[src/rtl/pipe_ctrl_pkg.sv]
// Shared types for the pipeline hazard controller.
//   state_e : sequencer states
//   ctrl_t  : bundle of pipeline register controls driven by the sequencer
//   REG_X0  : architectural zero register (never a real dependency)
package pipe_ctrl_pkg;

    typedef enum logic [2:0] {
        RUN,
        LU_STALL,
        MEM_WAIT,
        FLUSH,
        ERROR
    } state_e;

    typedef struct packed {
        logic pc_write;
        logic if_id_hold;
        logic if_id_flush;
        logic combined_stall;
        logic id_ex_hold;
        logic ex_mem_hold;
    } ctrl_t;

    localparam logic [4:0] REG_X0 = 5'd0;

    // Canonical control patterns
    localparam ctrl_t CTRL_RUN = '{pc_write: 1'b1, default: 1'b0};
    localparam ctrl_t CTRL_LU  = '{if_id_hold: 1'b1, combined_stall: 1'b1, default: 1'b0};
    localparam ctrl_t CTRL_BR  = '{pc_write: 1'b1, if_id_flush: 1'b1, combined_stall: 1'b1, default: 1'b0};
    localparam ctrl_t CTRL_FRZ = '{if_id_hold: 1'b1, id_ex_hold: 1'b1, ex_mem_hold: 1'b1, default: 1'b0};

endpackage

[src/rtl/hazard_detect.sv]
// Combinational hazard classification.
//   Inputs : IF/ID operand fields, ID/EX destination/load info, EX branch
//            outcome, MEM-stage data access handshake.
//   Outputs: hz_lu_o (load-use), hz_br_o (taken branch), hz_mem_o (dmem busy).
// Priority between the hazards is resolved by the sequencer, not here.
module hazard_detect
    import pipe_ctrl_pkg::*;
(
    input  logic       id_valid_i,
    input  logic [4:0] id_rs1_i,
    input  logic [4:0] id_rs2_i,
    input  logic       id_uses_rs1_i,
    input  logic       id_uses_rs2_i,
    input  logic       ex_valid_i,
    input  logic [4:0] ex_rd_i,
    input  logic       ex_mem_read_i,
    input  logic       ex_branch_taken_i,
    input  logic       dmem_req_i,
    input  logic       dmem_ready_i,
    output logic       hz_lu_o,
    output logic       hz_br_o,
    output logic       hz_mem_o
);

    logic rs1_dep;
    logic rs2_dep;

    assign rs1_dep = id_uses_rs1_i && (id_rs1_i == ex_rd_i);
    assign rs2_dep = id_uses_rs2_i && (id_rs2_i == ex_rd_i);

    // x0 is hardwired zero, so a load targeting it creates no dependency
    assign hz_lu_o  = id_valid_i && ex_valid_i && ex_mem_read_i &&
                      (ex_rd_i != REG_X0) && (rs1_dep || rs2_dep);
    assign hz_br_o  = ex_branch_taken_i && ex_valid_i;
    assign hz_mem_o = dmem_req_i && !dmem_ready_i;

endmodule

[src/rtl/pipeline_hazard_ctrl.sv]
// Stall/flush sequencer for the 5-stage core.
//   Inputs : clk, reset (async, active-high), ID/EX operand and load info,
//            EX branch outcome, MEM-stage dmem handshake.
//   Outputs: pc_write, if_id_hold, if_id_flush, combined_stall, id_ex_hold,
//            ex_mem_hold (Mealy controls), mem_timeout_err (sticky),
//            stall_cycles (count of cycles with pc_write low).
module pipeline_hazard_ctrl
    import pipe_ctrl_pkg::*;
#(
    parameter int LOAD_USE_CYCLES = 1,
    parameter int FLUSH_CYCLES    = 1,
    parameter int MEM_TIMEOUT     = 255
) (
    input  logic        clk,
    input  logic        reset,
    input  logic        id_valid,
    input  logic [4:0]  id_rs1,
    input  logic [4:0]  id_rs2,
    input  logic        id_uses_rs1,
    input  logic        id_uses_rs2,
    input  logic        ex_valid,
    input  logic [4:0]  ex_rd,
    input  logic        ex_mem_read,
    input  logic        ex_branch_taken,
    input  logic        dmem_req,
    input  logic        dmem_ready,
    output logic        pc_write,
    output logic        if_id_hold,
    output logic        if_id_flush,
    output logic        combined_stall,
    output logic        id_ex_hold,
    output logic        ex_mem_hold,
    output logic        mem_timeout_err,
    output logic [31:0] stall_cycles
);

    localparam logic [3:0]  LU_RELOAD = 4'(LOAD_USE_CYCLES - 1);
    localparam logic [3:0]  FL_RELOAD = 4'(FLUSH_CYCLES - 1);
    localparam logic [15:0] TIMEOUT   = 16'(MEM_TIMEOUT);

    logic hz_lu, hz_br, hz_mem;

    state_e      state_q, state_d, eff;
    logic [15:0] wait_q, wait_d;
    logic [3:0]  lu_q, lu_d;
    logic [3:0]  fl_q, fl_d;
    logic [31:0] stall_q;
    ctrl_t       ctrl, ctrl_out;

    hazard_detect u_hd (
        .id_valid_i        (id_valid),
        .id_rs1_i          (id_rs1),
        .id_rs2_i          (id_rs2),
        .id_uses_rs1_i     (id_uses_rs1),
        .id_uses_rs2_i     (id_uses_rs2),
        .ex_valid_i        (ex_valid),
        .ex_rd_i           (ex_rd),
        .ex_mem_read_i     (ex_mem_read),
        .ex_branch_taken_i (ex_branch_taken),
        .dmem_req_i        (dmem_req),
        .dmem_ready_i      (dmem_ready),
        .hz_lu_o           (hz_lu),
        .hz_br_o           (hz_br),
        .hz_mem_o          (hz_mem)
    );

    always_comb begin
        ctrl    = CTRL_RUN;
        state_d = state_q;
        wait_d  = wait_q;
        lu_d    = lu_q;
        fl_d    = fl_q;

        // Once memory releases, behave this very cycle as the state that was
        // interrupted; a pending flush outranks a pending load-use count.
        eff = state_q;
        if (state_q == MEM_WAIT && !hz_mem) begin
            if (fl_q != 4'd0)      eff = FLUSH;
            else if (lu_q != 4'd0) eff = LU_STALL;
            else                   eff = RUN;
        end

        case (eff)
            ERROR: begin
                ctrl = CTRL_FRZ;
            end
            MEM_WAIT: begin
                ctrl = CTRL_FRZ;
                if (wait_q == TIMEOUT) state_d = ERROR;
                else                   wait_d  = wait_q + 16'd1;
            end
            default: begin
                if (hz_mem) begin
                    // Freeze; lu/flush counts kept for the resume
                    ctrl    = CTRL_FRZ;
                    wait_d  = 16'd1;
                    state_d = MEM_WAIT;
                end else if (hz_br) begin
                    // Wrong-path ID instruction is squashed, so any load-use
                    // bubble count is meaningless now
                    ctrl = CTRL_BR;
                    lu_d = 4'd0;
                    fl_d = FL_RELOAD;
                    state_d = (FLUSH_CYCLES > 1) ? FLUSH : RUN;
                end else if (eff == FLUSH) begin
                    ctrl    = CTRL_BR;
                    fl_d    = fl_q - 4'd1;
                    state_d = (fl_q == 4'd1) ? RUN : FLUSH;
                end else if (eff == LU_STALL) begin
                    ctrl    = CTRL_LU;
                    lu_d    = lu_q - 4'd1;
                    state_d = (lu_q == 4'd1) ? RUN : LU_STALL;
                end else if (hz_lu) begin
                    ctrl    = CTRL_LU;
                    lu_d    = LU_RELOAD;
                    state_d = (LOAD_USE_CYCLES > 1) ? LU_STALL : RUN;
                end else begin
                    state_d = RUN;
                end
            end
        endcase
    end

    // Outputs are forced to the idle pattern while reset is held
    assign ctrl_out = reset ? CTRL_RUN : ctrl;

    always_ff @(posedge clk or posedge reset) begin
        if (reset) begin
            state_q <= RUN;
            wait_q  <= 16'd0;
            lu_q    <= 4'd0;
            fl_q    <= 4'd0;
            stall_q <= 32'd0;
        end else begin
            state_q <= state_d;
            wait_q  <= wait_d;
            lu_q    <= lu_d;
            fl_q    <= fl_d;
            if (!ctrl_out.pc_write) stall_q <= stall_q + 32'd1;
        end
    end

    assign pc_write        = ctrl_out.pc_write;
    assign if_id_hold      = ctrl_out.if_id_hold;
    assign if_id_flush     = ctrl_out.if_id_flush;
    assign combined_stall  = ctrl_out.combined_stall;
    assign id_ex_hold      = ctrl_out.id_ex_hold;
    assign ex_mem_hold     = ctrl_out.ex_mem_hold;
    assign mem_timeout_err = (state_q == ERROR);
    assign stall_cycles    = stall_q;

endmodule

[config.mk]
export PLATFORM = sky130hd
export DESIGN_NAME = pipeline_hazard_ctrl
export DESIGN_NICKNAME = d
export VERILOG_FILES = /design/src/rtl/pipe_ctrl_pkg.sv /design/src/rtl/hazard_detect.sv /design/src/rtl/pipeline_hazard_ctrl.sv
export SDC_FILE = /design/constraint.sdc
export NUM_CORES = 1
export LEC_CHECK = 0
export ABC_AREA = 1
export BUFFER_PORTS_ARGS = -buffer_cell sky130_fd_sc_hd__buf_4
export CORE_MARGIN = 1.5
export CORE_UTILIZATION = 58
export CTS_CLUSTER_SIZE = 24
export DETAILED_ROUTE_END_ITERATION = 8
export PLACE_DENSITY = 0.84
export SLEW_MARGIN = 30
export SYNTH_ARGS = -nofsm -noshare
export SYNTH_HDL_FRONTEND = slang
export SYNTH_SLANG_ARGS = --single-unit
[constraint.sdc]
create_clock -name clk -period 5 [get_ports clk]
set_clock_uncertainty 0.2 [all_clocks]
set_input_delay 0.75 -clock clk [delete_from_list [all_inputs] [get_ports clk]]
set_output_delay 0.75 -clock clk [all_outputs]
set_load 0.02 [all_outputs]
==> results.py <==
metrics = {
    "floorplanning": {
        "ios": 64,
        "dieArea_mm2": 0.00759,
        "fp.dieH_um": 87.1,
        "row_count": 30,
        "die_width_um": 87.1,
        "core-area_mm2": 0.00683,
        "start_util_pct": 60.1,
    },
    "routing": {
        "drt_iter0_markers": 224,
        "antenna_left": 0,
        "drt-total-wl_um": 9340,
        "routed_via_density": 5.27,
        "drc_errors": 0,
        "drt-pass1-iter-count": 5,
        "vias": 3861,
        "avgRoutedWirePerCell_um": 12.7,
    },
    "clocking": {
        "clock-sinks": 59,
        "root_buffer": "clkbuf_8",
        "clockBufferDepth": 2,
        "path_clk_slew_ns": 0.07,
        "clock_latency_ns": 0.34,
        "numCtsBuffers": 9,
        "ctsResizeCount": 0,
        "h-tree-depth": 3,
        "cts_setup_buffers": 0,
        "cts_tree": "done",
        "hold_buffers": 0,
    },
    "min_path": {
        "hold_class": "reg -> reg",
        "hold_start": "lu_q[1]$_DFFE_PP0P_",
        "hold_depth": 2,
        "hold_path_end": "lu_q[1]$_DFFE_PP0P_",
    },
    "place": {
        "dp_cells": 717,
        "place_congestion": 0.939,
        "hpwl_um": 6770,
        "place_ws_ns": 1.67,
        "io_buffers": 63,
        "postPlaceCellArea_mm2": 0.00461,
    },
    "power_and_ir_drop": {
        "vdd_ir_drop_max_uv": 347,
        "p_switching_mw": 0.786,
        "p_comb_share_pct": 40.8,
        "p_seq_share_pct": 34.6,
        "p_per_area_mw_per_mm2": 386,
        "power.total_mw": 1.86,
        "clkPwrFrac_pct": 24.7,
        "p_leak_nw": 2.52,
        "p_int_mw": 1.08,
        "swShare_pct": 42.2,
    },
    "synthesis": {
        "syn_inst": 567,
        "synth_edf_count": 0,
        "yosysMostFrequentCell": "nand2_1",
        "synth_compound_area_share_pct": 3.23,
        "async_flop_share_pct": 100,
        "avgSynthCellArea_um2": 7.24,
        "synthAdderAreaFrac_pct": 1.83,
        "muxShareOfSynthArea_pct": 0,
        "synthSimpleGateAreaFrac_pct": 39.9,
        "synth_top_family_by_area": "simple AND/OR/NAND/NOR gates",
        "synth.distinct_cells": 31,
        "ys_seq_area_share_pct": 36.0,
        "synth_xor_area_share_pct": 9.60,
        "yosys.area.top_type": "dfrtp_1",
        "syn_nets": 598,
        "yosys-top-cells-count": "142 x nand2_1, 71 x inv_1, 66 x nand3_1",
        "syn_area_mm2": 0.00411,
        "synthDominantCellAreaShare_pct": 36.0,
        "synthTopCellsByArea": "dfrtp_1 36%, nand2_1 13%, nand3_1 8.0%",
        "yosysWarningCount": 0,
        "synth_ff_type": "dfrtp_1",
        "ys_seq_elements": 59,
    },
    "layout": {
        "antenna_cells": 0,
        "layoutNonFillerInstCount": 733,
        "final_nets": 663,
        "post-route-util_pct": 70.6,
        "drive_gt1_share_pct": 21.2,
        "syn_to_final_growth_pct": 17.5,
        "stdcell_area_mm2": 0.00482,
        "fillers": 555,
    },
    "flow_run": {
        "maxCapViolCount": 0,
    },
    "worst_setup_path": {
        "worst-path-max-fanout": 34,
        "cp.required_ns": 4.05,
        "timing.rr.start": "fl_q[0]$_DFFE_PP0P_",
        "r2r_end": "stall_cycles[17]$_DFFE_PP0N_",
        "reg2reg_slack_ns": 2.62,
        "slowest_delay_ns": 0.38,
        "cp.arrival_ns": 2.49,
        "crit_family": "simple AND/OR/NAND/NOR gates",
        "crit_chain": "inv_1 -> ha_1 -> nand3_1 -> nor2_1 -> nand2_1 -> nand2_2 -> nor2_4 -> nor2_4 -> nand2_4 -> nand2_8 -> nand2_8 -> inv_1 -> buf_4",
        "end_kind": "primary output",
        "crit_path_start_kind": "flop",
        "cpMaxStageDelayCell": "dfrtp_1",
        "critPathKind": "reg -> out",
        "reg2reg_depth": 13,
        "crit_buf_inv": 3,
    },
    "global_route": {
        "antenna_found_initial": 0,
        "overflow": 0,
        "grt_max_degree": 92,
        "grt_pass1_vias": 3731,
        "grt_pass1_wl_um": 16300,
        "grt_use_total_pct": 26.8,
    },
    "sta": {
        "finalCritPeriodShare_pct": 68.8,
        "worst_pin_slew_ns": 0.713,
        "rsz0062_at_grt": "no",
        "hold_violations": 0,
        "setup_violations": 0,
        "fmax_mhz": 291,
        "drv_slew": 0,
        "finalSetupTns_ns": 0,
        "hold-worst-slack_ns": 0.310,
        "period_minus_slack_ns": 3.44,
        "fin_ws_ns": 1.56,
        "slew_headroom_pct": 52.4,
    },
    "run_status": {
        "outcome": "completed",
    },
}
[metal layers]
layer,vias up,global-route usage (%),share of wire [%]
li1,1914,-,-
met5,-,0,0
met1,1801,32.3,41
met2,123,47.5,52
met4,0,11.5,2.3
met3,23,3.98,4.3
[placed cells by master, fill, tap and decap left out, drive strengths merged]
cell / n
clkbuf: 12
nor3b: 1
o32ai: 1
ha: 6
o21ai: 8
nand2: 179
clkinv: 3
dfrtp: 59
bufinv: 1
buf: 64
nor4: 4
nor3: 21
a21oi: 7
nor2: 62
o22ai: 6
nand4: 11
clkinvlp: 1
nand3b: 3
inv: 75
xnor2: 13
xor2: 32
nand3: 68
[worst max-delay path by stage]
stage | depth (start not counted) | startpoint | slack (ns) | end
detailed placement | 13 | dmem_ready | 1.67 | if_id_hold
global route | 13 | fl_q[0]$_DFFE_PP0P_ | 1.39 | if_id_hold
floorplan | 5 | reset | 0.66 | id_ex_hold
global placement | 14 | dmem_ready | 1.76 | if_id_hold
CTS | 13 | fl_q[0]$_DFFE_PP0P_ | 1.56 | if_id_hold
finish | 13 | fl_q[0]$_DFFE_PP0P_ | 1.56 | if_id_hold
[cell type report]
cell class / count / area (µm²) / area share, %
multi-input cells: 422 / 2240 / 46.5
flip-flops and latches: 59 / 1480 / 30.6
repair buffers: 64 / 484 / 10.0
inverters: 76 / 289 / 5.99
clock buffers: 12 / 165 / 3.42
well taps: 96 / 120 / 2.49
clock inverters: 4 / 47.5 / 0.986
[worst min-delay path: cells and delay by family, from the launching register on]
| family | cells | cell delay [ns] |
|---|---|---|
| AND/OR/NAND/NOR | 2 | 0.11 |
| flip-flops | 1 | 0.37 |
[power by group through the flow]
stage                     Combinational [mW]  Clock, mW  Sequential (mW)
final                                  0.760      0.460            0.644
after global routing                   0.852      0.487            0.652
after CTS                              0.760      0.467            0.641
after detailed placement               0.755          0            0.648
after global placement                 0.723          0            0.644
after floorplan                        0.613          0            0.650
[kinds of logic (layout without fill, tap and decap cells)]
kind of cell	after synthesis	after routing
xor+xnor	45	45
compound gates	22	22
buf+inv	86	156
simple gates	349	349
fa+ha+maj	6	6
flops	59	59
[flip-flops by register name, indices dropped and copies added, names as in the netlist]
name          cells
wait_q           16
fl_q              4
stall_cycles     32
lu_q              4
state_q           3
Power figures use the tool's default switching activity.
